<file path="src/rtl/mac_pkg.sv">
// ============================================================================
// Module   : mac_pkg
// Purpose  : Shared types and constants for the MAC header capture/hash path
//            and the MAC learning table model.
// Contents : MAC_W        address width (48)
//            NUM_PORTS    default switch port count
//            PORT_W       default port tag width
//            DA_LAST      byte offset of the last DA byte in a frame
//            SA_LAST      byte offset of the last SA byte in a frame
//            hdr_state_t  header-parser FSM states
// Revision : 1.0  initial release
// ============================================================================
`default_nettype none

package mac_pkg;

    localparam int MAC_W     = 48;
    localparam int NUM_PORTS = 4;
    localparam int PORT_W    = $clog2(NUM_PORTS);
    localparam int DA_LAST   = 5;
    localparam int SA_LAST   = 11;

    typedef enum logic [1:0] {
        IDLE = 2'd0,
        DA   = 2'd1,
        SA   = 2'd2,
        BODY = 2'd3
    } hdr_state_t;

endpackage : mac_pkg

`default_nettype wire

</file>
<file path="src/rtl/mac_fold_hash.sv">
// ============================================================================
// Module   : mac_fold_hash
// Purpose  : Folds a 48-bit MAC address into a pADDR_WIDTH-bit table index by
//            XOR-ing successive pADDR_WIDTH-bit chunks, lowest chunk first.
//            The topmost partial chunk is zero-extended. Combinational.
// Ports    : iaddr  in   48           MAC address
//            ohash  out  pADDR_WIDTH  folded index
// Revision : 1.0  initial release
// ============================================================================
`default_nettype none

module mac_fold_hash
    import mac_pkg::*;
#(
    parameter int pADDR_WIDTH = 14
) (
    input  logic [MAC_W-1:0]       iaddr,
    output logic [pADDR_WIDTH-1:0] ohash
);

    localparam int NCHUNK = (MAC_W + pADDR_WIDTH - 1) / pADDR_WIDTH;
    localparam int PAD_W  = NCHUNK * pADDR_WIDTH;

    // Zero-extending to a whole number of chunks handles the partial top chunk.
    logic [PAD_W-1:0] w_pad;
    assign w_pad = PAD_W'(iaddr);

    always_comb begin
        ohash = '0;
        for (int i = 0; i < NCHUNK; i++) begin
            ohash = ohash ^ w_pad[i*pADDR_WIDTH +: pADDR_WIDTH];
        end
    end

endmodule : mac_fold_hash

`default_nettype wire

</file>
<file path="src/rtl/mac_hdr_hash.sv">
// ============================================================================
// Module   : mac_hdr_hash
// Purpose  : Ingress header parser in front of the MAC learning/aging table.
//            Captures DA and SA from the received byte stream, folds each to a
//            table index and reports {port, SA index, DA index} with a
//            one-cycle header pulse and a learn strobe (unicast SA only).
//            Counts runt frames (ending before byte 11) in a saturating counter.
// Ports    : iclk       in   1            clock
//            irst_n     in   1            async active-low reset
//            idata      in   8            frame byte, DA[47:40] first
//            ivalid     in   1            byte valid, always consumed
//            isof       in   1            first byte of frame
//            ieof       in   1            last byte of frame
//            ipnum      in   PW           ingress port, sampled with isof
//            opnum      out  PW           port of last complete header
//            osa        out  pADDR_WIDTH  folded SA index
//            oda        out  pADDR_WIDTH  folded DA index
//            oda_mcast  out  1            DA group bit
//            ohdr_vld   out  1            new header pulse
//            owr_en     out  1            learn strobe
//            orunt_cnt  out  pCNT_WIDTH   saturating runt frame count
// Revision : 1.0  initial release
// ============================================================================
`default_nettype none

module mac_hdr_hash
    import mac_pkg::*;
#(
    parameter int pNUM_PORTS  = 4,
    parameter int pADDR_WIDTH = 14,
    parameter int pCNT_WIDTH  = 16
) (
    input  logic                          iclk,
    input  logic                          irst_n,
    input  logic [7:0]                    idata,
    input  logic                          ivalid,
    input  logic                          isof,
    input  logic                          ieof,
    input  logic [$clog2(pNUM_PORTS)-1:0] ipnum,
    output logic [$clog2(pNUM_PORTS)-1:0] opnum,
    output logic [pADDR_WIDTH-1:0]        osa,
    output logic [pADDR_WIDTH-1:0]        oda,
    output logic                          oda_mcast,
    output logic                          ohdr_vld,
    output logic                          owr_en,
    output logic [pCNT_WIDTH-1:0]         orunt_cnt
);

    localparam int PW = $clog2(pNUM_PORTS);

    hdr_state_t          state_q, state_d;
    logic [3:0]          cnt_q, cnt_d;
    logic [MAC_W-1:0]    da_q, da_d;
    // Only SA bytes 6..10 need storing; byte 11 is hashed straight off idata.
    logic [MAC_W-9:0]    sa_q, sa_d;
    logic [PW-1:0]       port_q, port_d;
    logic                hdr_done;
    logic                runt_inc;

    logic [pADDR_WIDTH-1:0] w_sa_hash;
    logic [pADDR_WIDTH-1:0] w_da_hash;

    mac_fold_hash #(.pADDR_WIDTH(pADDR_WIDTH)) u_hash_sa (
        .iaddr ({sa_q, idata}),
        .ohash (w_sa_hash)
    );

    mac_fold_hash #(.pADDR_WIDTH(pADDR_WIDTH)) u_hash_da (
        .iaddr (da_q),
        .ohash (w_da_hash)
    );

    // ------------------------------------------------------------------
    // Next-state logic. isof in any state (re)starts a frame; the previous
    // partial frame is dropped without a strobe or runt count.
    // ------------------------------------------------------------------
    always_comb begin
        state_d  = state_q;
        cnt_d    = cnt_q;
        da_d     = da_q;
        sa_d     = sa_q;
        port_d   = port_q;
        hdr_done = 1'b0;
        runt_inc = 1'b0;

        if (ivalid) begin
            if (isof) begin
                da_d   = {da_q[MAC_W-9:0], idata};
                port_d = ipnum;
                if (ieof) begin
                    runt_inc = 1'b1;
                    state_d  = IDLE;
                    cnt_d    = 4'd0;
                end else begin
                    state_d  = DA;
                    cnt_d    = 4'd1;
                end
            end else begin
                case (state_q)
                    IDLE: begin
                        // stray byte outside a frame: ignored
                    end
                    DA: begin
                        da_d  = {da_q[MAC_W-9:0], idata};
                        cnt_d = cnt_q + 4'd1;
                        if (ieof) begin
                            runt_inc = 1'b1;
                            state_d  = IDLE;
                            cnt_d    = 4'd0;
                        end else if (cnt_q == 4'(DA_LAST)) begin
                            state_d = SA;
                        end
                    end
                    SA: begin
                        sa_d = {sa_q[MAC_W-17:0], idata};
                        if (cnt_q == 4'(SA_LAST)) begin
                            // Header complete; a 12-byte frame goes straight to IDLE.
                            hdr_done = 1'b1;
                            cnt_d    = 4'd0;
                            state_d  = ieof ? IDLE : BODY;
                        end else if (ieof) begin
                            runt_inc = 1'b1;
                            state_d  = IDLE;
                            cnt_d    = 4'd0;
                        end else begin
                            cnt_d = cnt_q + 4'd1;
                        end
                    end
                    BODY: begin
                        if (ieof) begin
                            state_d = IDLE;
                        end
                    end
                    default: begin
                        state_d = IDLE;
                        cnt_d   = 4'd0;
                    end
                endcase
            end
        end
    end

    // ------------------------------------------------------------------
    // State, capture and output registers.
    // ------------------------------------------------------------------
    always_ff @(posedge iclk or negedge irst_n) begin
        if (!irst_n) begin
            state_q   <= IDLE;
            cnt_q     <= 4'd0;
            da_q      <= '0;
            sa_q      <= '0;
            port_q    <= '0;
            opnum     <= '0;
            osa       <= '0;
            oda       <= '0;
            oda_mcast <= 1'b0;
            ohdr_vld  <= 1'b0;
            owr_en    <= 1'b0;
            orunt_cnt <= '0;
        end else begin
            state_q  <= state_d;
            cnt_q    <= cnt_d;
            da_q     <= da_d;
            sa_q     <= sa_d;
            port_q   <= port_d;
            ohdr_vld <= hdr_done;
            // SA[40] is the LSB of byte 6, now at sa_q[32]; group SAs are never learned.
            owr_en   <= hdr_done & ~sa_q[32];
            if (hdr_done) begin
                opnum     <= port_q;
                osa       <= w_sa_hash;
                oda       <= w_da_hash;
                oda_mcast <= da_q[40];
            end
            if (runt_inc && !(&orunt_cnt)) begin
                orunt_cnt <= orunt_cnt + 1'b1;
            end
        end
    end

endmodule : mac_hdr_hash

`default_nettype wire
</file>
<file path="config.mk">
export PLATFORM = sky130hd
export DESIGN_NAME = mac_hdr_hash
export DESIGN_NICKNAME = d
export VERILOG_FILES = /design/src/rtl/mac_pkg.sv /design/src/rtl/mac_fold_hash.sv /design/src/rtl/mac_hdr_hash.sv
export SDC_FILE = /design/constraint.sdc
export NUM_CORES = 1
export LEC_CHECK = 0
export CAP_MARGIN = 20
export CELL_PAD_IN_SITES_DETAIL_PLACEMENT = 1
export CELL_PAD_IN_SITES_GLOBAL_PLACEMENT = 1
export CORE_ASPECT_RATIO = 1.2
export CORE_MARGIN = 2
export CORE_UTILIZATION = 26
export CTS_CLUSTER_SIZE = 28
export DETAILED_ROUTE_END_ITERATION = 10
export PLACE_DENSITY = 0.57
export SKIP_LAST_GASP = 1
export SLEW_MARGIN = 20
export SYNTH_ARGS = -nofsm -noshare
export SYNTH_HDL_FRONTEND = slang
export SYNTH_SLANG_ARGS = --single-unit
</file>
<file path="constraint.sdc">
create_clock -name iclk -period 1.75 [get_ports iclk]
set_input_delay 0.4375 -clock iclk [delete_from_list [all_inputs] [get_ports iclk]]
set_output_delay 0.4375 -clock iclk [all_outputs]
set_load 0.05 [all_outputs]
</file>
======== Word-level counts from Yosys, hierarchy flattened ========
Index checks and enable logic that the tools add are counted.
storage, ports and cells
  register bits ........................... 145
  input port bits ......................... 15
  word-level logic and storage cells ...... 64
operators by class
  add/sub/neg operators ................... 2
  equal/unequal tests ..................... 6
  multiplexer cells ....................... 24
  bitwise gates (word level) .............. 9
  reduce and logical (&&, ||, !) cells .... 11
operators by type and width
  cell                   number
  $mux 48                2
  $xor 14x14->14         4
  $xor 14x6->14          2
  $add 16x1->16 const B  1
  $reduce_and 16->1      1
  $mux 2                 6
  $mux 4                 3
  $mux 1                 10
  $pmux 4 s2             1
  $pmux 2 s3             1
  $reduce_and 2->1       3
  $reduce_and 3->1       2
  $add 4x1->4 const B    1
  $eq 2x2->1 const B     2
  $eq 4x3->1 const B     1
  $eq 4x4->1 const B     1
  $ne 4x4->1 const B     1
  $reduce_bool 4->1      1
  $reduce_bool 3->1      1
  $eq 2x1->1 const B     1
  $not 1->1              2
  $pmux 1 s2             1
  $reduce_bool 2->1      1
  $and 1x1->1            1
  2 further kinds        2

======== Logic depth before layout (Yosys ltp) ========
  word-level depth ........................ 6
  gate-level depth with buffers ........... 8

======== By module ========
A second synthesis with hierarchy kept.
second synthesis, totals
  cells, all modules ...................... 451
  area total of the unflattened synthesis .. 6387.4 sq um
modules (own cells, without submodules)
  module         times used  cells an instance  area each (sq um)  sequential area each (sq um)
  mac_hdr_hash   1           383                5791.8             3628.5
  mac_fold_hash  2           34                 297.8              0.0

======== Worst setup path after synthesis ========
OpenSTA, ideal clock, no wires.
  kind .................................... register to register
  start ................................... register orunt_cnt[0]
  end ..................................... register orunt_cnt[11]
  arrival time ............................ 1.730 ns
  data required time ...................... 1.603 ns
  slack ................................... -0.127 ns
  cell stages (with the launch flop) ...... 7
  buffers on the path ..................... 1
  period minus slack after synthesis ...... 1.877 ns
  cell sequence ........................... dfrtp_1 > ha_1 > nand3_1 > nor4_4 > buf_6 > nor4_1 > xor2_1
between the ends
  longest elaborated chain between the ends .. 3
  elaborated cells between the ends (all ways) .. 4
  those cells by class .................... add/sub (1); reduce/logical (3)
RTL lines
  what                                                   line                 RTL
  from (decl)                                            mac_hdr_hash.sv:46   output logic [pCNT_WIDTH-1:0] orunt_cnt
  from (signal assigned)                                 mac_hdr_hash.sv:176  orunt_cnt <= orunt_cnt + 1'b1;
  branches (longest 3 deep; another with $add 16x1->16)  n/a
Several ways; the timed one is not identified.
A chain may end at the register's enable or synchronous reset.

======== Final worst setup path ========
  start ................................... register state_q[0]
  end ..................................... register orunt_cnt[15]
between the ends
  longest elaborated chain between the ends .. 5
  elaborated cells between the ends (all ways) .. 6
  those cells by class .................... eq/ne (2); mux (3); reduce/logical (1)
RTL lines
  what                                      line                 RTL
  from (decl)                               mac_hdr_hash.sv:51   hdr_state_t state_q, state_d;
  from (signal assigned)                    mac_hdr_hash.sv:161  state_q <= state_d;
  $eq 2x2->1 or $eq 2x1->1 (tied branches)  mac_hdr_hash.sv:99   case (state_q)
  $pmux 1 s2 (*)                            mac_hdr_hash.sv:99
  $mux 1 (*)                                mac_hdr_hash.sv:87   if (isof) begin
  $mux 1 (*)                                mac_hdr_hash.sv:86   if (ivalid) begin
  $logic_and 1x1->1 (*)                     mac_hdr_hash.sv:175  if (runt_inc && !(&orunt_cnt)) begin
Every way passes the cells marked *; elsewhere a longest branch is shown, timed or not.

==> impl_results.md <==
- Area of the mapped netlist: roughly 6400 um2
- Element type at the critical path start: register
- Highest attainable clock frequency: 0.548 GHz
- RSZ-0062 raised after global routing: true
- Worst path bufs/invs: 2
- Crit path max-delay cell type: dfrtp_1
- Cts bufs inserted: 17
- Gr ovfl total: 0
- Remaining design rule violation count: 0
- Async set-reset flop share out of synthesis: 100%
- Final max-slew violation count: 0
- Clock Tree Root: clkbuf_16
- Number of nets produced by synthesis: 509
- Share of post-route cells with drive strength above 1: 43.4%
- Area grow syn2layout: 35.8%
- Detailed-route wire length: 14400 um
- Top_reg_cell synth: dfrtp_1
- Post-route total power: 0.0133 W
- Number of maximum-capacitance violations: 0
- Worst endpoint required time: 2.09 ns
- Largest area contributor in the synthesized netlist: dfrtp_1
- Maximum cell stage delay along the critical path: 0.41 ns
- Leakage dissipation: 3.82 nW
- Number of sinks handled by clock tree synthesis: around 150
- #FFs+latches synth: 145
- Cell Count, Final, Fillers Out: 931
- Number of distinct library cell variants in the gate-level netlist after synthesis: 46
- Worst clock skew on the final layout: approximately 0.0073 ns
- CP top delay family: simple AND/OR/NAND/NOR gates
- Worst Reg2Reg Path Length in Cells: 7
- Initial DRC Count: 122
- Number of instances in the synthesized netlist: between 400 and 500
- Total GRT Usage: about 11%
- Final net count: 615
- Number of optimization iterations in the first detailed-route pass: 4
- Top cell type's share of synthesized area: a little under three fifths
- Top cell types by occurrence after synthesis: 145 x dfrtp_1, 93 x mux2_2, 53 x xnor2_1
- PD cells: 1530 nW/um2
- Total vias in the final route: 4030
- Number of gates on the worst path with buffers counted: 7
- Starting density of the core: 26.2%
- Footprint of the flip-flops and latches: 3640 um2
- Cell types occupying the most area after synthesis: dfrtp_1 57%, mux2_2 16%, xnor2_1 7.2%
- Crit end category: register
- Placer's final routability congestion estimate: between 0.7 and 0.8
- Actual transition at the worst max-transition pin: 0.572 ns
- Horizontal die dimension: 147 um
- Number of failing setup endpoints in the final timing report: 15
- Count leader, synth: dfrtp_1
- Count of flip-flops with a built-in enable after synthesis: 0
- I/O pin count: 64
- DIE AREA: 26000 um2
- Time the final worst path needs with I/O delays and setup: roughly 1.8 ns
- Share of the cycle needed by the critical path after routing: 104%
- Placeable Area: 24500 um2
- Count of input and output buffers: between 60 and 70
- Start-to-end type of the worst setup path: reg2reg
- Worst slack at placement: -0.403 ns
- Syn_area_per_cell: 13.2 um2
- Series of cell instances along the critical path: inv_2 -> ha_4 -> and4b_4 -> a211oi_4 -> buf_12 -> or3_1 -> mux2i_1
- Clk slew on worst S/H paths: ~0.060 ns
- TritonCTS clock tree: done
- Die height: 176 um
- Number of cells after detailed placement: between 800 and 900
- Count of H-tree levels built during CTS: 4
- Highest net fanout along the worst path: 8
- Clk buf depth: 2
- HPWL after DPL: approximately 9400 um
- First-pass GRT wire length: 22900 um
- Number of antenna violations at the first check in global routing: 0
- Via count of the first global-routing pass: 4415
- Wire per inst: 15.4 um
- Worst relative slew slack: around three fifths
- Cell row count: 63
- Remaining antenna violation count: 0
- Antenna Cells: 0
- Path category of the worst min-delay check: reg2reg
- Share of synthesized area occupied by flip-flops and latches: 56.5%
- Yosys synthesis warning count: 0
- Via count normalized by instance count: 4.33
- Result of the run: finished with violations
- Min-Delay Path Depth: 1
- Final Worst Setup Slack: -0.0748 ns
- Clock insertion delay at the later pin of the skew report: roughly 0.42 ns
- Largest net degree at the start of global routing: slightly below 50
- Area of combinational cells with multiple inputs: roughly 2800 um2
- Number of fill cells in the layout: 2560
- Maximum VDD drop: 0.762 mV
- Violations in the final reports: negative setup slack
- Crit path DAT: 2.16 ns
- Final number of hold-violating endpoints: 0
## per-stage QoR
| stage | cell area [um2] | hold slack [ns] | utilization [%] | setup TNS [ns] |
|---|---|---|---|---|
| after floorplan | 6440 | 0.142 | - | -0.0130 |
| after global placement | 7770 | 0.406 | 31.7 | -28.80 |
| after detailed placement | 7770 | 0.409 | 31.7 | -33.72 |
| after CTS | 8510 | 0.482 | 34.7 | -1.17 |
| after global routing | 8720 | 0.503 | 35.6 | -4.87 |
| final | 8720 | 0.476 | 35.6 | -0.284 |
## logic make-up (layout without fill, tap and decap cells)
logic type,after synthesis,in the layout,synth area share [%]
mux,95,95,16.6
fa+ha+maj,6,6,1.17
buf+inv,29,147,2.40
compound gates,43,43,4.03
flops,145,145,56.5
xor+xnor,82,82,11.2
simple gates,88,88,8.07
## flip-flops by register name (all words and copies together) (netlist names), 4 cells and up
register,cells
da_q,48
cnt_q,4
sa_q,40
oda,14
osa,14
orunt_cnt,16
## layout make-up
type | instances | share of cell area (%)
sequential | 145 | 41.8
multi-input combinational | 314 | 32.3
timing repair buffer | 109 | 14.4
clock buffer | 22 | 5.32
tap | 325 | 4.66
clock inverter | 9 | 1.22
inverter | 7 | 0.301
## per-layer routing
layer	routed length (um)	vias to the layer above	part of all wire (%)	GRT usage, %
li1	-	1905	-	-
met4	229	0	1.6	4.61
met1	6150	2058	43	13.4
met2	7630	49	53	19.0
met5	0	-	0	0
met3	355	18	2.5	2.64
## repair_timing
item | in CTS | in global routing
pin swaps | 6 | 3
hold endpoints to repair | 37 | 0
buffers inserted | 2 | 4
endpoints found under the setup margin | 37 | 96
resized for setup | 22 | 13
hold buffers | 1 | 0
gates cloned | 1 | 7
## final timing paths
check                                      to       start  slack (ns)
worst max-delay path            orunt_cnt[15]  state_q[0]       -0.07
worst min-delay path                   owr_en    sa_q[32]        0.48
worst max register to register  orunt_cnt[15]  state_q[0]       -0.07
worst min register to register         owr_en    sa_q[32]        0.48
max in group asynchronous            sa_q[34]      irst_n        0.65
min in group asynchronous              osa[0]      irst_n        0.53
## placed cells by master, fill, tap and decap left out, types with 4 or more instances in the layout
cell type / synthesis / routed
xor2_1: 29 / 29
nor4_4: 1 / 6
buf_4: 2 / 62
clkdlybuf4s50_1: 0 / 13
xnor2_1: 53 / 53
nor4_2: 4 / 4
nor2_1: 6 / 6
dfrtp_2: 0 / 12
clkbuf_16: 0 / 21
buf_12: 0 / 25
inv_1: 7 / 6
dfrtp_1: 145 / 133
mux2_2: 93 / 92
nand3_1: 9 / 9
nand2_1: 36 / 36
o21ai_0: 31 / 31
## power breakdown
part           internal [W]  switching, W  total (W)
sequential          0.00440      0.000983    0.00538
clock               0.00216       0.00138    0.00354
combinational       0.00263       0.00179    0.00442
(Power assumes the default switching activity.)
